## config.mk

```make
export PLATFORM = sky130hd
export DESIGN_NAME = lm32_trace_buffer
export DESIGN_NICKNAME = d
export VERILOG_FILES = /design/src/rtl/lm32_trace_buffer.sv
export SDC_FILE = /design/constraint.sdc
export NUM_CORES = 2
export LEC_CHECK = 0
export ABC_AREA = 1
export CORE_ASPECT_RATIO = 1.2
export CORE_MARGIN = 1.5
export CORE_UTILIZATION = 46
export CTS_CLUSTER_SIZE = 12
export DETAILED_ROUTE_END_ITERATION = 8
export PLACE_DENSITY_LB_ADDON = 0.3
export REMOVE_ABC_BUFFERS = 1
export SYNTH_ARGS = -nofsm -noshare
export SYNTH_HDL_FRONTEND = slang
export SYNTH_SLANG_ARGS = --single-unit
```

## constraint.sdc

```tcl
create_clock -name clk_i -period 6.5 [get_ports clk_i]
set_input_delay 0.65 -clock clk_i [delete_from_list [all_inputs] [get_ports clk_i]]
set_output_delay 0.65 -clock clk_i [all_outputs]
set_load 0.02 [all_outputs]
```

## src/rtl/lm32_trace_buffer.sv

```systemverilog
// Retired-instruction trace buffer: tracks instruction_d down to W, records
// {pc, trig, disc, inst} per retire into a circular buffer, drains via valid/ready.
module lm32_trace_buffer #(
  parameter int DEPTH     = 64,
  parameter int PC_WIDTH  = 30,
  parameter int POST_TRIG = 32
) (
  input  logic                          clk_i,
  input  logic                          rst_n_i,
  input  logic                          stall_x,
  input  logic                          stall_m,
  input  logic                          valid_w,
  input  logic                          kill_w,
  input  logic [31:0]                   instruction_d,
  input  logic [PC_WIDTH-1:0]           pc_w,
  input  logic                          arm_i,
  input  logic                          abort_i,
  input  logic                          mode_i,
  input  logic                          trig_en_i,
  input  logic [PC_WIDTH-1:0]           trig_pc_i,
  input  logic                          rd_ready_i,
  output logic                          rd_valid_o,
  output logic [63:0]                   rd_data_o,
  output logic [$clog2(DEPTH):0]        count_o,
  output logic [1:0]                    state_o,
  output logic                          wrapped_o
);
  localparam int AW = $clog2(DEPTH);
  localparam int CW = AW + 1;
  localparam logic [CW-1:0] FULL      = CW'(DEPTH);
  localparam logic [AW-1:0] POST_INIT = AW'(POST_TRIG);

  typedef enum logic [1:0] {S_IDLE = 2'b00, S_ARMED = 2'b01, S_POST = 2'b10, S_DONE = 2'b11} state_e;

  state_e               state_q;
  logic [AW-1:0]        wr_ptr_q, rd_ptr_q, post_cnt_q;
  logic [CW-1:0]        count_q;
  logic                 wrapped_q;
  logic [PC_WIDTH-1:0]  last_pc_q;
  logic                 last_valid_q;
  logic [31:0]          inst_x_q, inst_m_q, inst_w_q;
  logic [63:0]          mem [DEPTH];

  logic retire, capturing, disc, rec, trig, pop;
  logic [63:0] entry_d;

  // Shadow of the core's X/M/W instruction registers, honouring its stalls.
  always_ff @(posedge clk_i or negedge rst_n_i) begin
    if (!rst_n_i) begin
      inst_x_q <= '0;
      inst_m_q <= '0;
      inst_w_q <= '0;
    end else begin
      if (!stall_x) inst_x_q <= instruction_d;
      if (!stall_m) inst_m_q <= inst_x_q;
      inst_w_q <= inst_m_q;
    end
  end

  assign retire    = valid_w & ~kill_w;
  assign capturing = (state_q == S_ARMED) | (state_q == S_POST);
  assign disc      = ~last_valid_q | (pc_w != last_pc_q + PC_WIDTH'(1));
  assign rec       = retire & capturing & (~mode_i | disc) & ~abort_i;
  assign trig      = rec & (state_q == S_ARMED) & (trig_en_i ? (pc_w == trig_pc_i) : 1'b1);
  assign pop       = (state_q == S_DONE) & (count_q != '0) & rd_ready_i & ~abort_i;
  assign entry_d   = {30'(pc_w), trig, disc, inst_w_q};

  // Storage carries no reset; count_q alone defines which entries are live.
  always_ff @(posedge clk_i) begin
    if (rec) mem[wr_ptr_q] <= entry_d;
  end

  always_ff @(posedge clk_i or negedge rst_n_i) begin
    if (!rst_n_i) begin
      state_q      <= S_IDLE;
      wr_ptr_q     <= '0;
      rd_ptr_q     <= '0;
      post_cnt_q   <= '0;
      count_q      <= '0;
      wrapped_q    <= 1'b0;
      last_pc_q    <= '0;
      last_valid_q <= 1'b0;
    end else if (abort_i) begin
      state_q <= S_IDLE;
      count_q <= '0;
    end else begin
      case (state_q)
        S_IDLE: begin
          if (arm_i) begin
            state_q      <= S_ARMED;
            wr_ptr_q     <= '0;
            rd_ptr_q     <= '0;
            count_q      <= '0;
            wrapped_q    <= 1'b0;
            last_valid_q <= 1'b0;
          end
        end
        S_ARMED, S_POST: begin
          if (retire) begin
            last_pc_q    <= pc_w;
            last_valid_q <= 1'b1;
          end
          if (rec) begin
            wr_ptr_q <= wr_ptr_q + AW'(1);
            // Full buffer: the oldest entry is overwritten, so the read side moves too.
            if (count_q == FULL) begin
              rd_ptr_q  <= rd_ptr_q + AW'(1);
              wrapped_q <= 1'b1;
            end else begin
              count_q <= count_q + CW'(1);
            end
          end
          if (state_q == S_ARMED) begin
            if (trig) begin
              post_cnt_q <= POST_INIT;
              state_q    <= (POST_TRIG == 0) ? S_DONE : S_POST;
            end
          end else if (rec) begin
            post_cnt_q <= post_cnt_q - AW'(1);
            if (post_cnt_q == AW'(1)) state_q <= S_DONE;
          end
        end
        S_DONE: begin
          if (pop) begin
            rd_ptr_q <= rd_ptr_q + AW'(1);
            count_q  <= count_q - CW'(1);
            if (count_q == CW'(1)) state_q <= S_IDLE;
          end
        end
        default: state_q <= S_IDLE;
      endcase
    end
  end

  assign rd_valid_o = (state_q == S_DONE) & (count_q != '0);
  assign rd_data_o  = mem[rd_ptr_q];
  assign count_o    = count_q;
  assign state_o    = state_q;
  assign wrapped_o  = wrapped_q;
endmodule
```

==> Yosys cells after proc, flatten, opt, wreduce, memory -nomap -nowiden <==
Memories as Yosys holds them, arrays and structs flattened.
Cells that the tools add are included.
{ "totals": {"register_bits": 155, "latch_bits": 0, "ram_bits": 4096, "romBits": 0, "word_cells": 103, "memories": 1} }
{ "mem_list": {"columns": ["name", "depth", "word_bits", "rd", "rd_clocked_by_memory_dff", "wr", "line_no", "rtl"], "rows": [
  ["mem", 64, 64, 1, 0, 1, "42", "logic [63:0] mem [DEPTH];"]
]} }
{ "classes": {"add_sub_neg": 6, "n_mul": 0, "div": 0, "magnitude_cmp": 0, "eq_ne": 22, "shift": 0, "mux": 34, "bitwise": 16, "n_reduce_logical": 13} }
{ "op_table": {"columns": ["operator", "count"], "rows": [
  ["$mux 6", 8],
  ["$mux 7", 5],
  ["$add 30x1->30 const B", 1],
  ["$eq 30x30->1", 1],
  ["$ne 30x30->1", 1],
  ["$pmux 7 s3", 1],
  ["$pmux 6 s3", 1],
  ["$mux 2", 8],
  ["$reduce_and 4->1", 4],
  ["$add 6x1->6 const B", 2],
  ["$ne 2x2->1 const B", 6],
  ["$ne 3x3->1 const B", 4],
  ["$ne 4x4->1 const B", 3],
  ["$pmux 6 s2", 1],
  ["$reduce_and 5->1", 2],
  ["$and 1x1->1", 9],
  ["$add 7x1->7 const B", 1],
  ["$eq 7x1->1 const B", 1],
  ["$eq 7x7->1 const B", 1],
  ["$mux 1", 7],
  ["$reduce_bool 7->1", 1],
  ["$sub 7x1->7 const B", 1],
  ["$eq 6x1->1 const B", 1],
  ["$pmux 2 s3", 1],
  ["12 further kinds", 20]
]} }

==> Longest topological paths before layout <==
{ "depth": {"ltp_word": 12, "ltp_mapped": 21, "mapped_depth_nobuf": 20} }

==> Worst setup path after synthesis <==
Ideal clock, no wire load.
{ "synth_path": {"path_kind": "reg2reg", "start": "register last_pc_q[0]", "end": "memory mem[11][0], enable pin", "setup_time_ns": 0.487, "t_arrival_ns": 4.728, "required_time_ns": 6.013, "setup_slack_ns": 1.286, "path_stages_with_launch": 18, "period_less_slack_ns": 5.214, "path_cell_list": "dfrtp_1 > ha_1 > nand3_2 > inv_2 > nand2_1 > nor2_4 > nand2_2 > nand2_1 > nand3_1 > nand2_1 > nor2_1 > nand2_1 > nor2_4 > nand3_4 > nand2_4 > nor2_1 > nand2_1 > nor2_1"} }
{ "synth_via": {"elab_chain_cells": 8} }
{ "synth_rtl": {"columns": ["item", "line_no", "rtl"], "rows": [
  ["start: declaration", "39", "logic [PC_WIDTH-1:0] last_pc_q;"],
  ["start signal: assignment", "100", "last_pc_q <= pc_w;"],
  ["$add 30x1->30", "62", "assign disc = ~last_valid_q | (pc_w != last_pc_q + PC_WIDTH'(1));"],
  ["$ne 30x30->1", "62", null],
  ["$or 1x1->1", "62", null],
  ["$or 1x1->1", "63", "assign rec = retire & capturing & (~mode_i | disc) & ~abort_i;"],
  ["$and 1x1->1 (2 in a row)", "63", null],
  ["$mux 1", "70", "if (rec) mem[wr_ptr_q] <= entry_d;"],
  ["$mux 1 (implied by the code)", "70", null],
  ["end: declaration", "42", null]
]} }
No other way between the ends.

==> Final worst setup path <==
{ "layout_path": {"start": "register rd_ptr_q[0]", "end": "output rd_data_o[40]"} }
{ "layout_via": {"elab_chain_cells": 1} }
{ "layout_rtl": {"columns": ["item", "line_no", "rtl"], "rows": [
  ["start: declaration", "36", "logic [AW-1:0] wr_ptr_q, rd_ptr_q, post_cnt_q;"],
  ["start signal: assignment", "107", "rd_ptr_q <= rd_ptr_q + AW'(1);"],
  ["start signal: assignment", "125", "rd_ptr_q <= rd_ptr_q + AW'(1);"],
  ["$mem_v2 64x64", null, null],
  ["end: declaration", "23", "output logic [63:0] rd_data_o,"]
]} }
No other way between the ends.

==> flow_summary.json <==
{
  "status": "finished, violations left",
  "failed_checks": "slew limit",
  "rsz0062_at_grt": "false",
  "drt_iter0_drc": 15140,
  "cts.sinks": 4251,
  "synth-seq-cells": 4251,
  "final_common_cell": "edfxtp_1",
  "cts.repair.resized": 0,
  "dieArea_um2": 364100,
  "grt_pass1_wl_mm": 753.5,
  "finalSetupViolCount": 0,
  "routed_wl_mm": 530.2,
  "fp.dieW_um": 551.1,
  "num_vias": 110800,
  "cts_buffers": 420,
  "final_net_count": 12450,
  "hold_path_class": "in2reg",
  "wl_per_cell_um": 30.64,
  "top_level_ports": 178,
  "final_cell_mix": "edfxtp_1 (4,096), nor2_1 (2,165), o21ai_0 (2,114)",
  "endpoint_kind": "primary output",
  "setup.worst_path.class": "reg2out",
  "whs_ns": 0.07750,
  "grt_util_all_layers_pct": 28.58,
  "drc": 0,
  "die_h_um": 660.7,
  "slew-limit-headroom_pct": -0.3784,
  "cp.required_ns": 5.85,
  "cts_tree": "yes",
  "portBuffers": 177,
  "max_cap_viol_count": 0,
  "cts_buffer_depth": 4,
  "dpl_cell_area_um2": 174400,
  "yosys-top-cells-area": "edfxtp_1 (74%), o21ai_0 (6.4%), nor2_1 (5.1%), o22ai_1 (2.4%), dfrtp_1 (2.3%)",
  "crit_fanout": 140,
  "yosysUniqueCellTypes": 44,
  "cts-hold-fix-buffers": 1,
  "ys_warn_count": 0,
  "grt-ovfl-total": 0,
  "fmax_mhz": 169.2,
  "grt_antenna_before_repair": 20,
  "yosysTopAreaCellShare_pct": 74.17,
  "syn_area_um2": 165800,
  "ir_drop_mv": 0.2879,
  "syn_area_per_cell_um2": 13.51,
  "fin_skew_ns": 0.08068,
  "crit_path_start_kind": "flip-flop",
  "coreArea_um2": 358800,
  "fin_total_pwr_mw": 71.18,
  "insertion_delay_ns": 0.98,
  "worst_pin_slew_ns": 1.506,
  "gp_congestion": 0.8543,
  "start_util_pct": 46.21,
  "utilization_pct": 51.89,
  "rows": 241,
  "synthCells": 12270,
  "synth_top_area_cell": "edfxtp_1",
  "drive_above_1_share_pct": 8.021,
  "grt_max_degree": 187,
  "area_growth_pct": 12.29,
  "p_per_area_nw_per_um2": 382.2,
  "cp_data_arrival_time_ns": 5.26,
  "tns_ns": 0,
  "dr.pass1.iters": 6,
  "maxSlewViolCount": 12,
  "antenna_left": 0,
  "design_area_um2": 186200,
  "p_leak_nw": 59.26,
  "dp_hpwl_mm": 289.1,
  "routed_via_density": 6.403,
  "clk_pin_slew_ns": 0.06,
  "htree_levels": 5,
  "fin_crit_ns": 5.911,
  "cts_root_buf": "clkbuf_16",
  "post_cts_buffers": 0,
  "hold_viol": 0,
  "grt_pass1_vias": 105500,
  "ys_seq_area_share_pct": 76.51,
  "fin_crit_sh_pct": 90.94
}
==> where the power goes <==
| part | leakage, nW | switching [mW] | internal [mW] | total [mW] |
|---|---|---|---|---|
| sequential | 38.8 | 0.287 | 30.5 | 30.8 |
| clock | 5.72 | 9.86 | 12.0 | 21.9 |
| combinational | 14.7 | 13.4 | 5.09 | 18.5 |
==> Yosys cell counts <==
cell / count
edfxtp_1: 4096
nor2_1: 2231
o21ai_0: 2114
clkbuf_1: 816
o22ai_1: 627
nand2_1: 598
o221ai_1: 397
nand3_1: 309
a21oi_1: 220
dfrtp_1: 155
inv_1: 124
o211ai_1: 117
nand4_1: 87
a32o_1: 66
a31oi_1: 64
buf_1: 45
buf_2: 31
xor2_1: 30
or2_2: 20
o21ai_1: 19
xnor2_1: 19
ha_1: 14
nand2_2: 9
nor3_1: 9
inv_2: 8
o21ai_2: 7
nor2_2: 6
nor2_4: 5
nor4_1: 5
nand2_4: 4
nand3_2: 4
clkinv_1: 3
buf_6: 2
nor3b_1: 2
o31ai_1: 2
a21o_1: 1
a21oi_2: 1
and2_1: 1
buf_4: 1
nand3_4: 1
nand3b_1: 1
o21a_1: 1
o21bai_1: 1
or2_0: 1
==> state kept, by name, indices dropped and copies added, names as in the netlist, 2 cells and up <==
register and cells:
count_o 7, inst_m_q 32, inst_w_q 32, state_o 2, post_cnt_q 6, last_pc_q 30
inst_x_q 32, mem 4096, wr_ptr_q 6, rd_ptr_q 6
==> stage by stage <==
step / cells / worst slack [ns]
finish: 17310 / 0.5892
global route: 17290 / 0.5689
CTS: 17290 / 0.5789
detailed placement: 16650 / 1.305
global placement: 16650 / 1.069
floorplan: 11380 / -89.42
==> logic make-up (layout without fill, tap and decap cells) <==
family | after synthesis | count (layout) | share of synthesized area [%]
xor+xnor | 49 | 49 | 0.2588
buf+inv | 1030 | 1310 | 2.366
fa+ha+maj | 14 | 14 | 0.1056
simple gates | 3293 | 3293 | 7.959
other cells | 0 | 13 | 0
compound gates | 3637 | 3637 | 12.80
flops | 4251 | 4251 | 76.51
==> layer usage <==
metal | GRT usage [%] | vias to the layer above | part of all wire [%]
li1 | - | 46380 | -
met1 | 37.88 | 56080 | 37
met2 | 45.47 | 7022 | 47
met3 | 5.468 | 1311 | 11
met4 | 13.60 | 6 | 5.5
met5 | 0 | - | 0.0077
==> worst paths after layout <==
| check | end | slack (ns) | cells past startpoint | startpoint |
|---|---|---|---|---|
| setup / recovery | rd_data_o[40] | 0.59 | 9 | rd_ptr_q[0] |
| hold / removal | last_pc_q[12] | 0.08 | 3 | pc_w[12] |
| setup reg to reg | mem[26][56] | 1.60 | 19 | last_pc_q[0] |
| hold reg to reg | inst_w_q[6] | 0.37 | 0 | inst_m_q[6] |
| max in group asynchronous | inst_m_q[19] | 5.05 | 3 | rst_n_i |
| min in group asynchronous | inst_w_q[21] | 0.33 | 2 | rst_n_i |
==> critical path, cell delays in order, from the launching register on <==
cell and delay [ns]:
dfrtp_4 0.52, inv_8 0.51, buf_12 0.30, buf_12 0.32
o21ai_0 0.12, o221ai_1 0.32, nand3_1 0.49, nand4_1 0.24
a32o_1 0.25, clkdlybuf4s50_1 0.66
==> layout make-up <==
type                            count  area (um2)
Clock inverter                     78       608.1
Sequential cell                  4251      126900
Fill cell                       29200      172600
Inverter                          135       559.3
Clock buffer                      561       11190
Timing Repair Buffer              536        5470
Multi-Input combinational cell   6993       35520
Tap cell                         4738        5928
Antenna cell                       13       32.53
Note: power is estimated with default switching activity, not from simulation.
